[src/rtl/btn_cond_pkg.sv]
// Shared definitions for the button/switch conditioner: edge-mode encoding
// and the helper that decides whether a debounced edge is reported.
package btn_cond_pkg;

   typedef logic [1:0] edge_mode_t;

   localparam edge_mode_t EDGE_NONE = 2'b00;
   localparam edge_mode_t EDGE_RISE = 2'b01;
   localparam edge_mode_t EDGE_FALL = 2'b10;
   localparam edge_mode_t EDGE_BOTH = 2'b11;

   function automatic logic edge_qualifies(input edge_mode_t mode,
                                           input logic       rise,
                                           input logic       fall);
      logic want_rise;
      logic want_fall;
      if (mode == EDGE_NONE) return 1'b0;
      want_rise = (mode == EDGE_RISE) || (mode == EDGE_BOTH);
      want_fall = (mode == EDGE_FALL) || (mode == EDGE_BOTH);
      return (rise && want_rise) || (fall && want_fall);
   endfunction

endpackage

[src/rtl/btn_debounce_ch.sv]
// Single-channel synchroniser, stable-count debouncer and level register.
// rise_o/fall_o are high in the cycle before level_o takes its new value.
module btn_debounce_ch #(
   parameter int SYNC_STAGES = 2,
   parameter int DB_CYCLES   = 100,
   parameter bit RESET_LEVEL = 1'b0
) (
   input  logic clk,
   input  logic nrst,
   input  logic raw_i,
   output logic level_o,
   output logic rise_o,
   output logic fall_o
);

   localparam int               CNT_W    = $clog2(DB_CYCLES);
   localparam logic [CNT_W-1:0] CNT_LAST = CNT_W'(DB_CYCLES - 1);

   logic [SYNC_STAGES-1:0] sync_q, sync_d;
   logic [CNT_W-1:0]       cnt_q, cnt_d;
   logic                   level_q, level_d;
   logic                   sync_bit;

   assign sync_bit = sync_q[SYNC_STAGES-1];

   always_comb begin
      // NOTE: every always_comb output gets a default first, so no path leaves it unassigned and infers a latch.
      sync_d  = {sync_q[SYNC_STAGES-2:0], raw_i};
      cnt_d   = '0;
      level_d = level_q;
      // Any cycle where the synchronised input agrees with the level restarts the count.
      if (sync_bit != level_q) begin
         if (cnt_q == CNT_LAST) level_d = sync_bit;
         else                   cnt_d   = cnt_q + 1'b1;
      end
   end

   always_ff @(posedge clk) begin
      // NOTE: state uses non-blocking assignments so every flop samples pre-edge values.
      if (!nrst) begin
         sync_q  <= '0;
         cnt_q   <= '0;
         level_q <= RESET_LEVEL;
      end else begin
         sync_q  <= sync_d;
         cnt_q   <= cnt_d;
         level_q <= level_d;
      end
   end

   assign level_o = level_q;
   assign rise_o  = (level_d != level_q) &&  sync_bit;
   assign fall_o  = (level_d != level_q) && !sync_bit;

endmodule

[src/rtl/btn_cond_irq.sv]
// Multi-channel button/switch conditioner with per-channel edge selection,
// sticky pending flags and one maskable interrupt line.
module btn_cond_irq
   import btn_cond_pkg::*;
#(
   parameter int NUM_CH      = 4,
   parameter int SYNC_STAGES = 2,
   parameter int DB_CYCLES   = 100,
   parameter bit RESET_LEVEL = 1'b0
) (
   input  logic                clk,
   input  logic                nrst,
   input  logic [NUM_CH-1:0]   raw_in,
   input  logic [2*NUM_CH-1:0] edge_mode,
   input  logic [NUM_CH-1:0]   irq_mask,
   input  logic [NUM_CH-1:0]   pend_clr,
   output logic [NUM_CH-1:0]   level_out,
   output logic [NUM_CH-1:0]   edge_pulse,
   output logic [NUM_CH-1:0]   pending,
   output logic                irq
);

   logic [NUM_CH-1:0] ch_rise, ch_fall;
   logic [NUM_CH-1:0] edge_pulse_q, edge_pulse_d;
   logic [NUM_CH-1:0] pending_q, pending_d;
   logic              irq_q, irq_d;

   for (genvar i = 0; i < NUM_CH; i++) begin : g_ch
      btn_debounce_ch #(
         .SYNC_STAGES (SYNC_STAGES),
         .DB_CYCLES   (DB_CYCLES),
         .RESET_LEVEL (RESET_LEVEL)
      ) u_ch (
         .clk     (clk),
         .nrst    (nrst),
         .raw_i   (raw_in[i]),
         .level_o (level_out[i]),
         .rise_o  (ch_rise[i]),
         .fall_o  (ch_fall[i])
      );
   end

   always_comb begin
      edge_pulse_d = '0;
      for (int i = 0; i < NUM_CH; i++) begin
         edge_pulse_d[i] = edge_qualifies(edge_mode[2*i +: 2], ch_rise[i], ch_fall[i]);
      end
      // Set wins over a simultaneous clear so no event is lost.
      pending_d = (pending_q & ~pend_clr) | edge_pulse_q;
      irq_d     = |(pending_q & irq_mask);
   end

   always_ff @(posedge clk) begin
      if (!nrst) begin
         edge_pulse_q <= '0;
         pending_q    <= '0;
         irq_q        <= 1'b0;
      end else begin
         edge_pulse_q <= edge_pulse_d;
         pending_q    <= pending_d;
         irq_q        <= irq_d;
      end
   end

   assign edge_pulse = edge_pulse_q;
   assign pending    = pending_q;
   assign irq        = irq_q;

endmodule

[config.mk]
export PLATFORM = sky130hd
export DESIGN_NAME = btn_cond_irq
export DESIGN_NICKNAME = d
export VERILOG_FILES = /design/src/rtl/btn_cond_pkg.sv /design/src/rtl/btn_debounce_ch.sv /design/src/rtl/btn_cond_irq.sv
export SDC_FILE = /design/constraint.sdc
export NUM_CORES = 1
export LEC_CHECK = 0
export ABC_AREA = 0
export BUFFER_PORTS_ARGS = -buffer_cell sky130_fd_sc_hd__buf_2
export CORE_ASPECT_RATIO = 1.5
export CORE_MARGIN = 5
export CORE_UTILIZATION = 40
export CTS_CLUSTER_DIAMETER = 100
export DETAILED_ROUTE_END_ITERATION = 12
export GPL_TIMING_DRIVEN = 0
export PLACE_DENSITY_LB_ADDON = 0.3
export SYNTH_ARGS = -nofsm -noshare
export SYNTH_HDL_FRONTEND = slang
export SYNTH_SLANG_ARGS = --single-unit
[constraint.sdc]
create_clock -name clk -period 4.4 [get_ports clk]
set_clock_uncertainty 0.15 [all_clocks]
set_input_delay 0.44 -clock clk [delete_from_list [all_inputs] [get_ports clk]]
set_output_delay 0.44 -clock clk [all_outputs]
set_load 0.02 [all_outputs]
Word-level counts from Yosys, hierarchy flattened
Index checks and enable logic that the tools add are counted.
Widths: inputs -> output; s select.
{"block": "totals", "n_memories": 0, "ff_bits": 49, "rom_bits": 0, "out_inout_bits": 13, "ramBits": 0, "latch_bits": 0, "elab_cells": 113}
{"block": "op_classes", "mux": 20, "n_mul": 0, "n_shift": 0, "addsub": 4, "bitwise": 9, "n_eq_ne": 24, "n_div": 0, "n_lt_le_gt_ge": 0, "reduce_logical": 41}
{"op": "$add 7x1->7 const B", "count": 4}
{"op": "$eq 7x7->1 const B", "count": 4}
{"op": "$mux 1", "count": 20}
{"op": "$eq 2x2->1 const B", "count": 8}
{"op": "$logic_and 1x1->1", "count": 16}
{"op": "$logic_or 1x1->1", "count": 12}
{"op": "$reduce_or 3->1", "count": 4}
{"op": "$and 4x4->4", "count": 2}
{"op": "$eq 2x1->1 const B", "count": 4}
{"op": "$logic_not 2->1", "count": 4}
{"op": "$ne 1x1->1", "count": 8}
{"op": "$not 1->1", "count": 5}
{"op": "$logic_not 1->1", "count": 4}
{"op": "$not 4->4", "count": 1}
{"op": "$or 4x4->4", "count": 1}
{"op": "$reduce_or 4->1", "count": 1}

Depth between registers and ports, before layout
Gate-level depths: netlist of the first run.
{"block": "depth", "ltp_word": 8, "depth_mapped": 4, "ltp_nobuf": 4}

Cells and area by module
A second synthesis of the first run with hierarchy kept.
{"block": "hier_totals", "hier_cells": 208, "area_unflattened_um2": 2029.4}
{"module": "btn_debounce_ch", "area_per_inst_um2": 429.2, "cells_per_inst": 45, "instances": 4}
{"module": "btn_cond_irq", "area_per_inst_um2": 312.8, "cells_per_inst": 28, "instances": 1}

Worst setup path after synthesis of the first run
No wires, ideal clock.
{"block": "synth_path", "path_kind": "flip-flop to flip-flop", "start": "reg g_ch[2].u_ch.cnt_q[4]", "end": "reg g_ch[2].u_ch.cnt_q[2]", "n_path_buf": 0, "synth_period_minus_slack_ps": 1539, "stages_incl_launch_ff": 4, "path_slack_ps": 2861, "t_arrival_ps": 1258, "cell_sequence": "dfxtp_1 > or4b_4 > o211ai_1 > nor2_1"}
{"block": "synth_between", "elab_chain_len": 2}
{"element": "start, declared", "line": "btn_debounce_ch.sv:20", "text": "logic [CNT_W-1:0] cnt_q, cnt_d;"}
{"element": "start signal, assigned", "line": "btn_debounce_ch.sv:46", "text": "cnt_q <= cnt_d;"}
{"element": "$eq 7x7->1", "line": "btn_debounce_ch.sv:33", "text": "if (cnt_q == CNT_LAST) level_d = sync_bit;"}
{"element": "$reduce_or 3->1 (no source line)"}
No other way between the ends.
A chain may end at the register's enable or synchronous reset.

Worst setup path after layout of the first run
{"block": "layout_path", "start": "reg g_ch[2].u_ch.cnt_q[4]", "end": "reg g_ch[2].u_ch.cnt_q[4]"}
{"block": "layout_between", "elab_chain_len": 2}
{"element": "parallel branches: the longest is 2 deep, another holds $add 7x1->7"}
Several ways; the timed one is not identified.

==> results.md, run 1 <==
* Sequential cell area fraction in the yosys report at 51.4%
* Number of buffers created by CTS at 5
* Warning count from the yosys run at 0
* Setup repair after global routing missed its margin: false
* Number of synthesized flops with an enable pin at 0
* Crit start category: flip-flop
* Later-pin clock latency in the skew report at 0.30 ns
* Setup Total Neg Slack at 0 ns
* Maximum number of pins on one net before global-route repair at 17
* Total vias in the final route at around 1500
* Slew Viols, Final at 0
* Final Util at roughly half
* Placeable Area at 4580 um2
* Final routed DRC violation total at 0
* Max Cap Viol at 0
* Global-route wire length before repair at between 5000 and 6000 um
* GR Util met3 at 3.93%
* IR drop worst, VDD at between 0.2 and 0.25 mV
* Die outline height at 94.6 um
* Drt pass-1 iters at 4
* Most common flop cell mapped by yosys: dfxtp_1
* Via count of the first global-routing pass at 1380
* Maximum buffer depth of the clock tree at 2
* Boundary pin count at 35
* Number of levels in the clock H-tree at 2
* Half-perimeter wire length after detailed placement at 2560 um
* Overall overflow remaining after global route at 0
* Setup violators final at 0
* Data arrival time at the worst-slack endpoint at 1.75 ns
* Area of the die at 6280 um2
* Layout cell share with drive strength beyond 1 at about a fifth
* Total GRT Usage at 11.7%
* Result of the run: finished clean
* Post-CTS clock slew at the launch and capture registers of the worst setup and hold paths at 0.09 ns
* Number of antenna violations at the first check in global routing at 0
* Number of design-rule violations left by the first detailed-router iteration at 91
* Ordered cell list for the critical path: or4b_4, o211ai_1, nor2_1
* Number of nets in the layout at 270
* Slowest-stage cell, CP: or4b_4
* CTS tree: yes
* Most common cell after layout, fill and taps aside: dfxtp_1
* Unique masters post-synth at 29
* Post-detailed-routing wire length at 3410 um
* Remaining antenna violation count at 0
* CTS Hold Buffers Added at 0
* Static Leakage at 0.000879 uW
* Area growth, synth to finish at 17.8%
* Count of buffers inserted at the top-level ports at 34
* Crit Path Class: flip-flop to flip-flop
* Per-cell via count in the routed design at 4.83
* Post-route clock period utilization at 39.1%
* Worst-path fanout max at 6
* Headroom to the max-slew limit at 62.5%
* Fmax at 581 MHz
* Mean cell area of the mapped netlist at 9.41 um2
* Total power density per cell area at around 330 nW/um2
* Width of the chip at roughly 66 um
* Highest-count cells in the layout ignoring fill and taps: dfxtp_1 (49), buf_2 (34), nor2_1 (21)
* Root buffer cell: clkbuf_8
* Wire per inst at 11.0 um
* Fin. Hold Viols at 0
* Buffering stage count on the worst path with inverters included at 0
* Effective utilization at floorplan at 41.7%
* Critical path's top delay family: simple AND/OR/NAND/NOR gates
* Number of cells produced by synthesis at 203
* Met1 Use GR at a little over an eighth
* # Post-CTS Setup Buffers at 0
* Delay of the slowest cell on the worst path at roughly 0.56 ns
* DP Area at ~2200 um2
* Clock sinks at 49
* Crit end category: flip-flop
* Required time at the worst-slack endpoint at between 4 and 5 ns
* Min Tclk post-route at 1.72 ns
* Most Used Layer, Global Route: met2
* Gp weighted congestion at approximately 0.73
* Ys async rst share at 0%
* Number of rows created at floorplan at 30
* Slew at the pin closest to its max-slew limit at approximately 0.56 ns
* Mapped Area at 1910 um2
* Class of the tightest hold or removal check: input port to flip-flop
* Antenna diode count at 0
* Gates resized, CTS repair at 0
* FF+latch count, synth at 49
* Final Instance Area at 2250 um2
* Synth Net Count at 229
* Met2 Use GR at approximately a fifth
[synth_stat cells (all sizes together), types with 5 or more instances]
library cell	number	area [um2]
a21oi	16	80.1
and2	8	50.1
dfxtp	49	981
inv	10	37.5
mux2i	5	50.1
nand2	12	45.0
nand3	10	50.1
nor2	21	78.8
o21ai	11	55.1
or3	10	62.6
xor2	12	105
[layout make-up]
cell class / instances / area, um2
fillers: 472 / 2330
flip-flops and latches: 49 / 981
multi-input cells: 137 / 848
repair buffers: 34 / 170
well taps: 64 / 80.1
clock buffers: 5 / 68.8
inverters: 11 / 41.3
plain buffers: 6 / 38.8
clock inverters: 3 / 21.3
[cell families after synthesis]
| group | synth area share, % |
|---|---|
| xor gates and xnor gates | 7.34 |
| DFF | 51.4 |
| muxes | 2.62 |
| buffers and inverters | 4.19 |
| AOI/OAI and AO/OA | 9.70 |
| and+or+nand+nor | 22.1 |
| adders and majority gates | 2.62 |
[state kept, by name, indices dropped and copies added, names as in the netlist]
register,cells
g_ch.u_ch.cnt_q,28
pending,4
edge_pulse,4
g_ch.u_ch.level_o,4
irq,1
g_ch.u_ch.sync_q,8
[stage by stage]
stage	setup WS (ns)	total power, uW	std cells	hold slack [ns]
floorplan	2.86	471	203	0.262
global placement	2.69	484	301	0.265
detailed placement	2.62	485	301	0.271
global route	2.52	768	309	0.199
finish	2.68	736	309	0.193
CTS	2.68	748	309	0.184
[report_power, final]
group          internal [uW]  switching [uW]  total (uW)
combinational           12.0            11.3        23.3
sequential               448            3.13         451
clock                    113             150         262
total                    572             164         736
[routing by layer]
layer  vias up  share of wire (%)
li1        778                  -
met1       665                 47
met2        45                 43
met3         4                8.4
met4         0                1.7
met5         -                  0
[path summary, 6_finish.rpt]
check                               startpoint                                 to  slack (ns)  depth (start not counted)
max           g_ch[2].u_ch.cnt_q[4]$_SDFF_PP0_   g_ch[2].u_ch.cnt_q[4]$_SDFF_PP0_        2.68                          3
min                                  raw_in[2]  g_ch[2].u_ch.sync_q[0]$_SDFF_PN0_        0.19                          2
max reg2reg   g_ch[2].u_ch.cnt_q[4]$_SDFF_PP0_   g_ch[2].u_ch.cnt_q[4]$_SDFF_PP0_        2.68                          3
min reg2reg  g_ch[1].u_ch.sync_q[0]$_SDFF_PN0_  g_ch[1].u_ch.sync_q[1]$_SDFF_PN0_        0.29                          1
Power figures use the tool's default switching activity.
==> run 2, diff against run 1 <==
--- a/config.mk
+++ b/config.mk
@@ -5,7 +5,7 @@
 export SDC_FILE = /design/constraint.sdc
 export NUM_CORES = 1
 export LEC_CHECK = 0
-export ABC_AREA = 0
+export ABC_AREA = 1
 export BUFFER_PORTS_ARGS = -buffer_cell sky130_fd_sc_hd__buf_2
 export CORE_ASPECT_RATIO = 1.5
 export CORE_MARGIN = 5
==> constraint.sdc (replaced) <==
create_clock -name clk -period 1.65 [get_ports clk]
set_clock_uncertainty 0.15 [all_clocks]
set_input_delay 0.165 -clock clk [delete_from_list [all_inputs] [get_ports clk]]
set_output_delay 0.165 -clock clk [all_outputs]
set_load 0.02 [all_outputs]
==> run 2 against run 1 <==
Area after synthesis grew 15%. Sequential power increased to 2.7 times the previous value. Die area grew 13%. Critical path depth up 3. Hold slack worse by 0.19 ns. Clock-buffer cell count is 1 higher. Combinational power rose to 3.7 times the previous value. Non-clock buffer count increased by 6. Fmax grew 29%. Sequential share of layout area is 5.8 points lower. Final cell count is 34% higher. Critical path type unchanged.
==> results.md, run 2 <==
* Result of the run: finished clean
* Post-CTS clock slew at the launch and capture registers of the worst setup and hold paths at 0.08 ns (about the same)
* Worst setup path end: g_ch[3].u_ch.cnt_q[6]$_SDFF_PP0_
* Critical path's top delay family: simple AND/OR/NAND/NOR gates
* Boundary pin count at 35 (unchanged)
* Seq. cell area at 981 um2 (unchanged)
* Overall power after layout at 1940 uW (+160%)
* Global-route wire length before repair at 6990 um (+22%)
* Required time at the worst-slack endpoint at 1.68 ns (-2.75 ns)
* Gp weighted congestion at 0.765 (+5.0%)
* Width of the chip at 70.4 um (+6.0%)
* Static Leakage at 0.00114 uW (+30%)
* # Post-CTS Setup Buffers at 0 (unchanged)
* Die outline height at 101 um (+6.3%)
* Overall overflow remaining after global route at 0 (unchanged)
* XOR/XNOR share of the synthesized area at 1.60% (-5.7 points)
* Final Instance Area at 2590 um2 (+15%)
* Biggest register: g_ch.u_ch.cnt_q
* Crit start category: flip-flop
* Highest-count cells in the layout ignoring fill and taps: nand2_1 (69), inv_1 (52), nor2_1 (49), dfxtp_1 (49), buf_2 (34)
* Worst-case register-to-register setup slack at 0.32 ns (-2.36 ns)
* Post-route clock period utilization at 80.9% (+42 points)
* Synth cell count leaders: nand2_1 (69), inv_1 (52), dfxtp_1 (49), nor2_1 (49), nand3_1 (12)
* Later-pin clock latency in the skew report at 0.29 ns (about the same)
* Placeable Area at 5410 um2 (+18%)
* Buffering stage count on the worst path with inverters included at 1 (+1)
* Ys async rst share at 0% (unchanged)
* Total vias in the final route at 1807 (+21%)
* Maximum buffer depth of the clock tree at 2 (unchanged)
* Most common cell after layout, fill and taps aside: nand2_1
* Mux cell area share after synthesis at 0% (-2.6 points)
* DP Area at 2440 um2 (+13%)
* Most common flop cell mapped by yosys: dfxtp_1
* Final routed DRC violation total at 0 (unchanged)
* Root buffer cell: clkbuf_8
* Number of buffers created by CTS at 5 (unchanged)
* Number of cells on the critical path at 6 (+3)
* Setup violators final at 0 (unchanged)
* Class of the tightest hold or removal check: input port to flip-flop
* Setup repair after global routing missed its margin: false
* Number of levels in the clock H-tree at 2 (unchanged)
* Per-cell via count in the routed design at 4.36 (-9.6%)
* Remaining antenna violation count at 0 (unchanged)
* Total GRT Usage at 11.7% (+0.044 points)
* Number of cells produced by synthesis at 296 (+46%)
* Synth Net Count at 322 (+41%)
* Antenna diode count at 0 (unchanged)
* Sequential cell area fraction in the yosys report at 44.8% (-6.6 points)
* CTS tree: yes
* Headroom to the max-slew limit at 86.1% (+24 points)
* Crit Path Class: flip-flop to flip-flop
* Area of the die at 7080 um2 (+13%)
* Post-detailed-routing wire length at 3720 um (+8.9%)
* Half-perimeter wire length after detailed placement at 2850 um (+11%)
* Pre-CTS WS at 0.306 ns (-2.32 ns)
* Slew at the pin closest to its max-slew limit at 0.206 ns (-0.354 ns)
* Multi-input gate area in the final layout at 970 um2 (+14%)
* Warning count from the yosys run at 0 (unchanged)
* Number of nets in the layout at 369 (+37%)
* Synth top area share at 44.8% (-6.6 points)
* Setup Total Neg Slack at 0 ns (unchanged)
* Depth of the worst register-to-register path at 6 (+3)
* Number of rows created at floorplan at 33 (+10%)
* Maximum number of pins on one net before global-route repair at 15 (-2)
* Slowest-stage cell, CP: dfxtp_1
* Worst-path fanout max at 7 (+1)
* Crit end category: flip-flop
* Top Registers: g_ch.u_ch.cnt_q (28), g_ch.u_ch.sync_q (8)
* Mapped Area at 2190 um2 (+15%)
* Min-Delay Path Depth at 3 (+1)
* FF+latch count, synth at 49 (unchanged)
* Number of antenna violations at the first check in global routing at 0 (unchanged)
* Top-count cell post-synth: nand2_1
* Wire per inst at 8.97 um (-19%)
* Final Util at 48.0% (-1.2 points)
* Critical R2R Capture: g_ch[3].u_ch.cnt_q[6]$_SDFF_PP0_
* Critical path launch point: g_ch[3].u_ch.cnt_q[0]$_SDFF_PP0_
* Drt pass-1 iters at 4 (unchanged)
* Total power density per cell area at 749 nW/um2 (+130%)
* Cell accounting for the most synthesized area: dfxtp_1
* Dominant combinational cell family by area after synthesis: simple AND/OR/NAND/NOR gates
* Mean cell area of the mapped netlist at 7.39 um2 (-21%)
* Count of buffers inserted at the top-level ports at 33 (-2.9%)
* Ordered cell list for the critical path: ha_1, inv_1, nor2_2, nand3_2, nand2_4, a21oi_1
* Clock sinks at 49 (unchanged)
* Number of design-rule violations left by the first detailed-router iteration at 51 (-44%)
* Setup slack of the critical path after layout at 0.315 ns (-2.36 ns)
* Adder-Cell Fraction of Synth Area at 2.29% (-0.33 points)
* Count of filler cells inserted in the layout at 547 (+16%)
* Share of the synthesized area in compound gates (AO/OA/AOI/OAI) at 7.43% (-2.3 points)
* Max FFs per register at 28 (unchanged)
* Effective utilization at floorplan at 40.5% (-1.2 points)
* IR drop worst, VDD at 0.390 mV (+71%)
* Unique masters post-synth at 24 (-17%)
* Area contributors post-synth: dfxtp_1 (45%), nand2_1 (12%), inv_1 (8.9%)
* Via count of the first global-routing pass at 1770 (+28%)
* R2R Path Start: g_ch[3].u_ch.cnt_q[0]$_SDFF_PP0_
* Fmax at 749 MHz (+29%)
* Min Tclk post-route at 1.33 ns (-0.386 ns)
* Post-synthesis share of cell area spent on and, or, nand and nor gates at 33.0% (+11 points)
* Layout cell share with drive strength beyond 1 at 23.0% (+2.6 points)
* Max Cap Viol at 0 (unchanged)
* Data arrival time at the worst-slack endpoint at 1.37 ns (-0.38 ns)
* Number of synthesized flops with an enable pin at 0 (unchanged)
* Area growth, synth to finish at 18.5%
* Slew Viols, Final at 0 (unchanged)
* Delay of the slowest cell on the worst path at 0.38 ns (-0.18 ns)
* Fin. Hold Viols at 0 (unchanged)
## run 2: final cells by class
class,instances,share of cell area (%)
sequential,49,37.8
multi-input combinational,189,37.4
timing repair buffer,40,9.07
inverter,52,7.53
tap,70,3.38
clock buffer,6,2.80
buffer,6,1.64
clock inverter,2,0.386
## run 2: kinds of logic after synthesis
group,Yosys count
AOI/OAI and AO/OA,24
xor gates and xnor gates,4
adders and majority gates,4
buffers and inverters,58
DFF,49
and+or+nand+nor,157
## run 2: what timing repair did
action | CTS | global route
resized for setup | 0 | 0
hold buffers | 7 | 0
endpoints found under the hold margin | 7 | 0
## run 2: worst min-delay path by stage
stage                      from                           endpoint  slack [ns]
floorplan             raw_in[0]  g_ch[0].u_ch.sync_q[0]$_SDFF_PN0_        0.11
global placement      raw_in[0]  g_ch[0].u_ch.sync_q[0]$_SDFF_PN0_        0.20
detailed placement    raw_in[1]  g_ch[1].u_ch.sync_q[0]$_SDFF_PN0_        0.20
CTS                 irq_mask[2]                     irq$_SDFF_PN0_      0.0005
global route        pend_clr[1]              pending[1]$_SDFF_PN0_        0.02
finish              irq_mask[2]                     irq$_SDFF_PN0_       0.003
## run 2: report_power, final
| part | total, uW | internal, uW | switching [uW] |
|---|---|---|---|
| combinational | 85.5 | 44.4 | 41.1 |
| sequential | 1200 | 1190 | 8.38 |
| clock | 654 | 294 | 360 |
## run 2: per-layer routing
metal	GRT usage, %	up-vias	part of all wire, %
met4	3.98	0	1.1
li1	-	975	-
met3	2.59	2	5.0
met2	22.2	32	50
met5	0	-	0
met1	12.7	798	44
## run 2: worst min-delay path, delay by kind of cell
family | cells | cell delay, ns
AO/OA/AOI/OAI | 1 | 0.07
AND/OR/NAND/NOR | 1 | 0.06
buffers and inverters | 1 | 0.10
## run 2: per-stage QoR
step	hold WS, ns	instances
floorplan	0.113	296
global placement	0.198	399
detailed placement	0.200	399
CTS	0.000518	414
global route	0.0216	414
finish	0.00260	414
